[config.mk]
export PLATFORM = sky130hd
export DESIGN_NAME = sort_stream
export DESIGN_NICKNAME = d
export VERILOG_FILES = /design/src/rtl/sort_stream.sv
export SDC_FILE = /design/constraint.sdc
export NUM_CORES = 1
export LEC_CHECK = 0
export CAP_MARGIN = 20
export CORE_ASPECT_RATIO = 0.75
export CORE_UTILIZATION = 50
export DETAILED_ROUTE_END_ITERATION = 12
export PLACE_DENSITY_LB_ADDON = 0.2
export SKIP_LAST_GASP = 1
export SYNTH_ARGS = -nofsm -noshare
export SYNTH_HDL_FRONTEND = slang
export SYNTH_SLANG_ARGS = --single-unit
[constraint.sdc]
create_clock -name clk -period 5.05 [get_ports clk]
set_input_delay 1.01 -clock clk [delete_from_list [all_inputs] [get_ports clk]]
set_output_delay 1.01 -clock clk [all_outputs]
set_load 0.01 [all_outputs]
[src/rtl/sort_stream.sv]
// sort_stream: collects a frame of N words over a valid/ready input and
// sorts it in place with an N-pass odd-even transposition network. It then
// streams the sorted frame out over a valid/ready output, with a last marker
// on the final word. Frames do not overlap: LOAD -> SORT -> DRAIN -> LOAD.
module sort_stream #(
  parameter int WIDTH   = 8,
  parameter int N       = 4,
  parameter int DESCEND = 0,
  parameter int SIGNED  = 0
) (
  input  logic             clk,
  input  logic             rst,
  input  logic             in_valid_i,
  input  logic [WIDTH-1:0] in_data_i,
  output logic             in_ready_o,
  output logic             out_valid_o,
  output logic [WIDTH-1:0] out_data_o,
  output logic             out_last_o,
  input  logic             out_ready_i,
  output logic             busy_o
);

  localparam int CW = $clog2(N) + 1;
  localparam int AW = (N > 1) ? $clog2(N) : 1;
  localparam logic [CW-1:0]    LAST     = CW'(N - 1);
  localparam logic [WIDTH-1:0] ONE      = WIDTH'(1);
  // Flipping the MSB maps two's-complement order onto unsigned order.
  localparam logic [WIDTH-1:0] MSB_MASK = (SIGNED != 0) ? (ONE << (WIDTH - 1)) : '0;

  typedef enum logic [1:0] {LOAD, SORT, DRAIN} state_t;

  state_t           state_q;
  logic [CW-1:0]    idx_q;
  logic [CW-1:0]    pass_q;
  logic [WIDTH-1:0] arr_q    [N];
  logic [WIDTH-1:0] sorted_d [N];
  logic             in_ready_q;
  logic             out_valid_q;
  logic             out_last_q;
  logic [WIDTH-1:0] out_data_q;
  logic             busy_q;

  logic [CW-1:0]    idx_inc;
  assign idx_inc = idx_q + CW'(1);

  // True when a must move after b in the requested order. Equal words never
  // swap, which keeps the sort stable.
  function automatic logic out_of_order(input logic [WIDTH-1:0] a,
                                        input logic [WIDTH-1:0] b);
    logic [WIDTH-1:0] ka;
    logic [WIDTH-1:0] kb;
    ka = a ^ MSB_MASK;
    kb = b ^ MSB_MASK;
    return (DESCEND != 0) ? (ka < kb) : (ka > kb);
  endfunction

  // One transposition pass: even passes pair (0,1),(2,3)..., odd passes
  // pair (1,2),(3,4)...; pairs never overlap so all swaps are independent.
  always_comb begin
    // NOTE: the default copy first means every element is assigned on every
    // path, so no latch is inferred for the elements no pair touches.
    sorted_d = arr_q;
    for (int i = 0; i < N - 1; i++) begin
      if ((i % 2) == int'(pass_q[0]) && out_of_order(arr_q[i], arr_q[i+1])) begin
        sorted_d[i]   = arr_q[i+1];
        sorted_d[i+1] = arr_q[i];
      end
    end
  end

  // Frame FSM with registered handshake outputs.
  always_ff @(posedge clk) begin
    if (rst) begin
      state_q     <= LOAD;
      idx_q       <= '0;
      pass_q      <= '0;
      // NOTE: the word array is cleared on reset so a frame aborted by reset
      // leaves no residue; it is small enough to live in flops, not a RAM.
      for (int i = 0; i < N; i++) arr_q[i] <= '0;
      in_ready_q  <= 1'b1;
      out_valid_q <= 1'b0;
      out_last_q  <= 1'b0;
      out_data_q  <= '0;
      busy_q      <= 1'b0;
    end else begin
      // NOTE: non-blocking assignments throughout, so every right-hand side
      // reads the state from before this edge regardless of statement order.
      case (state_q)
        LOAD: begin
          if (in_valid_i) begin
            arr_q[idx_q[AW-1:0]] <= in_data_i;
            if (idx_q == LAST) begin
              idx_q      <= '0;
              pass_q     <= '0;
              state_q    <= SORT;
              in_ready_q <= 1'b0;
              busy_q     <= 1'b1;
            end else begin
              idx_q <= idx_inc;
            end
          end
        end
        SORT: begin
          arr_q  <= sorted_d;
          pass_q <= pass_q + CW'(1);
          if (pass_q == LAST) begin
            state_q     <= DRAIN;
            idx_q       <= '0;
            out_valid_q <= 1'b1;
            out_data_q  <= sorted_d[0];
            out_last_q  <= 1'b0;
          end
        end
        DRAIN: begin
          if (out_ready_i) begin
            if (idx_q == LAST) begin
              state_q     <= LOAD;
              idx_q       <= '0;
              out_valid_q <= 1'b0;
              out_last_q  <= 1'b0;
              in_ready_q  <= 1'b1;
              busy_q      <= 1'b0;
            end else begin
              idx_q      <= idx_inc;
              out_data_q <= arr_q[idx_inc[AW-1:0]];
              out_last_q <= (idx_inc == LAST);
            end
          end
        end
        default: state_q <= LOAD;
      endcase
    end
  end

  assign in_ready_o  = in_ready_q;
  assign out_valid_o = out_valid_q;
  assign out_data_o  = out_data_q;
  assign out_last_o  = out_last_q;
  assign busy_o      = busy_q;

endmodule

==> impl_results.md, run 1 <==
* Status: finished clean
* Hold_buf cts at 0
* Slew @ Worst Pin at between 1 and 1.5 ns
* Vias in the first global route at between 2000 and 3000
* DRT Wirelength at 9560 µm
* Sw power at ~0.3 mW
* CTS tree: yes
* Period Utilization, post-route at 56.6%
* Clock slew at reported path FFs at around 0.1 ns
* PD cells at around 240 nW/µm²
* CP required at between 5 and 6 ns
* Average wire per standard cell at around 19 µm
* GRT overflow at 0
* Fmax at between 0.3 and 0.4 GHz
* Global-route wire length before repair at 15600 µm
* Synth Area per Inst at between 8 and 9 µm²
* CP arrival at slightly above 3 ns
* Synth-to-layout area growth at 8.72%
* Synth top area cells: dfxtp_1 29%, ha_1 12%, a211oi_1 6.8%, mux4_2 5.1%, nor2_1 4.9%
* Post-Syn Area at roughly 3500 µm²
* Die H at 74.9 µm
* Reg-to-reg startpoint: arr_q[9]
* Min cycle time layout at around 2.9 ns
* Port Buffers at 23
* Ratio of cells with drive above 1 in the final layout at under 10%
* Asr flop ratio synth at 0%
* Setup Buffers After CTS at 0
* Leakage at 1.35 nW
* Final Core Density at between 50% and 60%
* R2r setup slk at between 2 and 2.5 ns
* Main flop type after synthesis: dfxtp_1
* Count leader, synth: dfxtp_1
* Clk_skew at 0.00881 ns
* Count of flip-flops with a built-in enable after synthesis at 0
* Pint at approximately 0.64 mW
* Clk Latency, worst-skew pair at approximately 0.32 ns
* RR Endpoint: arr_q[9]
* Switching portion of total power at roughly a third
* H-tree depth at 2
* Initial antenna violation count at 0
* Gr usage total at a little over a quarter
* Top cells by count, synth: 52 x dfxtp_1, 46 x nor2_1, 33 x ha_1, 33 x inv_1
* Syn. warnings at 0
* Post-route DRC violation count at 0
* CTS root buffer: clkbuf_8
* Setup CP Type: reg2reg
* Post-synth cell types at 45
* Critical Path Source: arr_q[9]
* Final Net Count at 470
* Register-to-Register Path Depth at 9
* # resized after CTS at 0
* Seq pwr share at between 40% and 50%
* Pins Over Slew Limit at 0
* Hold Violations, Final at 0
* TNS Setup at 0 ns
* Max-cap violations at 0
* Post-Synthesis Cells at around 420
* Initial DRT Pass Iterations at 5
* CTS Buf Count at 5
* RSZ-0062 raised after global routing: no
* CP endpoint kind: register
* Worst slew margin relative to its limit at between 30% and 40%
* Final HPWL DP at between 7000 and 8000 µm
* Starting Density at 51.8%
* Sequential fraction of the synthesis area at between 20 and 30%
* #FFs+latches synth at 52
* Inserted Diodes at 0
* IO Pins at 24
* Final Wtd Congestion at between 0.9 and 1
* Area leader, netlist: dfxtp_1
* Die width at between 90 and 100 µm
* DR iter-0 viols at 366
* Cell Rows at 26
* Crit path capture: arr_q[9]
* Final setup fails at 0
* Vias post-DR at approximately 3300
* Post-synth net total at about 470
* Via density at ~6.4
* Worst-case vdd ir drop at 138 µV
* Clock buffer depth at 2
* Worst Hold Class: reg2reg
* Antenna-violating nets left at 0
* CP max FO at 16
* Num Clock Sinks at 52
* Largest net degree at the start of global routing at 53
* Placeable Area at just under 7000 µm²
* Clock share of power at a little over a quarter
* Combinational power share at approximately a quarter
* Top cell type's share of synthesized area at 29.4%
* Die ar. at ~7400 µm²
* Critical path launch point type: register
-- per-stage QoR --
step                      setup slack, ns  total power, mW  hold WS (ns)  cells  cell area [µm²]
after floorplan                      2.56            0.638         0.454    424             3540
after global placement               2.29            0.686         0.441    502             3760
after detailed placement             2.20            0.691         0.446    502             3760
after CTS                            2.21            0.944         0.461    510             3850
after global routing                 2.00            0.986         0.481    510             3850
final                                2.19            0.942         0.457    510             3850
-- power groups by stage --
stage / Clock, mW / Sequential (mW) / Combinational [mW]
2_1_floorplan: 0 / 0.448 / 0.190
3_3_place_gp: 0 / 0.461 / 0.225
3_5_place_dp: 0 / 0.462 / 0.230
4_1_cts: 0.262 / 0.452 / 0.230
5_1_grt: 0.275 / 0.456 / 0.255
6_report: 0.256 / 0.454 / 0.232
-- cell type report --
class | count | area [µm²]
fillers | 642 | 2980
multi-input cells | 308 | 2250
flip-flops and latches | 52 | 1040
repair buffers | 25 | 240
inverters | 33 | 124
well taps | 84 | 105
clock buffers | 7 | 86.3
clock inverters | 1 | 7.51
-- worst min-delay path by stage --
stage	from	endpoint	slack, ns	depth (start not counted)
after floorplan	pass_q[2]	pass_q[2]	0.45	2
after CTS	out_data_o[7]	out_data_o[7]	0.46	2
final	out_data_o[7]	out_data_o[7]	0.46	2
after global placement	out_data_o[7]	out_data_o[7]	0.44	2
after global routing	out_data_o[6]	out_data_o[6]	0.48	2
after detailed placement	out_data_o[7]	out_data_o[7]	0.45	2
-- worst max-delay path: stages, from the launching register on --
cell,delay (ns)
dfxtp_1,0.45
inv_1,0.10
ha_1,0.30
nor2b_1,0.13
o211ai_1,0.09
a21oi_1,0.25
a32oi_2,0.31
a311oi_4,0.79
nor2_1,0.08
a311oi_1,0.26
-- per-layer routing --
metal / up-vias / track usage, % / wire length, µm
li1: 1563 / - / -
met1: 1538 / 42.1 / 4690
met2: 148 / 39.7 / 3900
met3: 7 / 5.39 / 910
met4: 0 / 4.25 / 51
met5: - / 0 / 0
-- registers in the layout, summed over array words and instances, names as in the netlist, 2 cells and up --
| signal | count |
|---|---|
| pass_q | 3 |
| idx_q | 3 |
| out_data_o | 8 |
| arr_q | 32 |
| state_q | 2 |
-- cells in the final DEF (no fill, tap or decap), types with 2 or more instances in the layout --
cell / n
mux2_2: 6
a21o_1: 2
ha_1: 33
o21a_1: 5
a31oi_1: 2
o211ai_1: 4
nand4_1: 5
buf_4: 2
a21oi_1: 32
o21ai_0: 9
nor2_1: 46
and3_1: 9
clkdlybuf4s50_1: 22
o31ai_1: 8
nor2b_1: 5
nand2_1: 31
a311oi_1: 8
and2_1: 3
inv_1: 33
dfxtp_1: 52
nor2_2: 2
nand2b_1: 3
a32oi_1: 15
mux2i_1: 9
clkbuf_8: 6
mux4_2: 8
nor3_1: 4
a211oi_1: 32
nand3_1: 12
-- kinds of logic (layout without fill, tap and decap cells) --
family,after synthesis,after routing,synth area share (%)
buffers and inverters,64,66,7.17
AO/OA/AOI/OAI,127,127,26.0
AND/OR/NAND/NOR,125,125,16.2
flip-flops,52,52,29.4
adder cells (fa/ha/maj),33,33,11.7
multiplexers,23,23,9.54
Power figures use the tool's default switching activity.
==> run 2: changes to the inputs <==
- clock period: 5.05 -> 2.4 ns (I/O delays scaled with it)
==> impl_results.md, run 2 (same netlist as run 1, synthesis figures left out) <==
* # fillers at 608 (-5.3%)
* Max-cap violations at 0 (unchanged)
* Synth-to-layout area growth at 22.0%
* CP endpoint kind: register
* Largest net degree at the start of global routing at 40 (-25%)
* Pins Over Slew Limit at 0 (unchanged)
* Post-Place Cell Area at 4090 µm² (+8.7%)
* Failing checks: negative setup slack
* Placeable Area at 6830 µm² (unchanged)
* Clk Latency, worst-skew pair at 0.31 ns (about the same)
* Area taken by multi-input logic gates at 2310 µm² (+3.0%)
* Gr usage total at 27.5% (+0.22 points)
* Leakage at 1.61 nW (+19%)
* DR iter-0 viols at 271 (-26%)
* Critical Path Max Stage Delay at 0.37 ns (-0.42 ns)
* Die width at 99.2 µm (unchanged)
* Final Net Count at 511 (+8.7%)
* Ratio of cells with drive above 1 in the final layout at 19.7% (+12 points)
* Final setup fails at 1 (+1)
* Fmax at 0.411 GHz (+17%)
* Placed insts at 539 (+7.4%)
* Global-route wire length before repair at 15700 µm (+0.84%)
* Final Core Density at 63.3% (+6.9 points)
* Inserted Diodes at 0 (unchanged)
* Worst Hold Class: reg2reg
* Worst slew margin relative to its limit at 65.1% (+32 points)
* Initial antenna violation count at 0 (unchanged)
* CP max FO at 8 (-8)
* IO Pins at 24 (unchanged)
* Most common cell after layout, fill and taps aside: nor2_1
* CP required at 2.59 ns (-2.68 ns)
* Clock buffer depth at 2 (unchanged)
* RSZ-0062 raised after global routing: yes
* Status: finished, violations left
* Die H at 74.9 µm (unchanged)
* Post-Layout Cell Count at 551 (+8.0%)
* Num Clock Sinks at 52 (unchanged)
* Vias post-DR at 3385 (+4.0%)
* PD cells at 504 nW/µm² (+110%)
* Max FFs per register at 32 (unchanged)
* Final HPWL DP at 7380 µm (+3.6%)
* Die ar. at 7430 µm² (unchanged)
* CTS root buffer: clkbuf_8
* Hold Violations, Final at 0 (unchanged)
* Period Utilization, post-route at 101% (+45 points)
* Average wire per standard cell at 17.8 µm (-5.1%)
* Worst-case vdd ir drop at 250 µV (+81%)
* FF+latch area at 1050 µm² (+1.3%)
* Starting Density at 51.8% (unchanged)
* Setup CP Type: reg2reg
* CTS tree: yes
* Hold_buf cts at 0 (unchanged)
* Register with the most flip-flops: arr_q
* CP max-delay cell: a311oi_4
* CP top delay family: compound AO/OA/AOI/OAI gates
* Post-route cell area at 4320 µm² (+12%)
* Final Wtd Congestion at 0.897 (-1.8%)
* Via density at 6.14 (-3.8%)
* Clk_skew at 0.00626 ns (-0.00255 ns)
* CTS Buf Count at 5 (unchanged)
* Setup WS post-layout at -0.0344 ns (-2.23 ns)
* Power Total at 2.18 mW (+130%)
* Critical path launch point type: register
* Clock slew at reported path FFs at 0.10 ns (about the same)
* Hold slack at 0.458 ns (+0.000668 ns)
* H-tree depth at 2 (unchanged)
* Most frequent cells in the layout: 45 x nor2_1, 43 x dfxtp_1, 38 x buf_4, 33 x inv_1, 32 x a211oi_1
* Antenna-violating nets left at 0 (unchanged)
* Post-route DRC violation count at 0 (unchanged)
* DRT Wirelength at 9800 µm (+2.5%)
* Port Buffers at 23 (unchanged)
* Initial DRT Pass Iterations at 5 (unchanged)
* Vias in the first global route at 3019 (+4.4%)
* Slew @ Worst Pin at 0.523 ns (-0.484 ns)
* Buffers and inverters on the worst path at 2 (+1)
* Cell Rows at 26 (unchanged)
* GRT overflow at 0 (unchanged)
* CP arrival at 2.63 ns (-0.45 ns)
* Min cycle time layout at 2.43 ns (-0.422 ns)
* Worst-path cell chain: inv_1 -> ha_1 -> a21oi_1 -> o21a_1 -> a211o_1 -> or2_4 -> a311oi_4 -> buf_12 -> nor2_1 -> a311oi_1
[run 2: cell types whose count changed in the layout (fill, tap and decap cells not counted), moves of 4 or more]
cell     before  now
o21ai_1       0    5
buf_12        0    4
o31ai_1       8    3
dfxtp_2       0    8
dfxtp_1      52   43
o31ai_2       0    5
buf_4         2   38
o21ai_0       9    4
[run 2: routing by layer]
| metal | share of wire [%] | up-vias | GRT usage [%] |
|---|---|---|---|
| met4 | 0.91 | 0 | 6.54 |
| met5 | 0 | - | 0 |
| met2 | 42 | 126 | 40.2 |
| met1 | 50 | 1602 | 42.2 |
| li1 | - | 1646 | - |
| met3 | 7.6 | 11 | 4.27 |
[run 2: final timing paths]
check,slack [ns],from,cells past startpoint,to
worst max-delay path,-0.03,arr_q[5],10,arr_q[13]
worst max register to register,-0.03,arr_q[5],10,arr_q[13]
worst min-delay path,0.46,out_data_o[6],2,out_data_o[6]
worst min register to register,0.46,out_data_o[6],2,out_data_o[6]
[run 2: what timing repair did]
item,4_1_cts,5_1_grt
endpoints found under the setup margin,3,19
pin swaps,0,7
buffers inserted,0,3
gates cloned,0,1
gates resized for setup,4,21
[run 2: area by class of cell]
| cell class | instances | share of cell area [%] |
|---|---|---|
| inverters | 33 | 2.87 |
| well taps | 84 | 2.43 |
| clock inverters | 2 | 0.811 |
| clock buffers | 6 | 1.68 |
| repair buffers | 66 | 14.2 |
| multi-input cells | 308 | 53.6 |
| flip-flops and latches | 52 | 24.4 |
[run 2: report_power, final]
group / internal, mW / switching [mW]
sequential: 0.896 / 0.0344
clock: 0.310 / 0.303
combinational: 0.303 / 0.333
total: 1.51 / 0.670
[run 2: worst reg2reg max path: cells and delay by family (launching register included)]
family	cells	cell delay (ns)
buf+inv	2	0.21
fa+ha+maj	1	0.29
compound gates	5	1.17
simple gates	2	0.30
flops	1	0.34
[run 2: stage by stage]
stage	setup TNS [ns]	worst slack [ns]
6_report	-0.0344	-0.0344
5_1_grt	-0.431	-0.133
4_1_cts	0	0.0173
3_5_place_dp	0	0.00964
3_3_place_gp	0	0.121
2_1_floorplan	0	0.0823
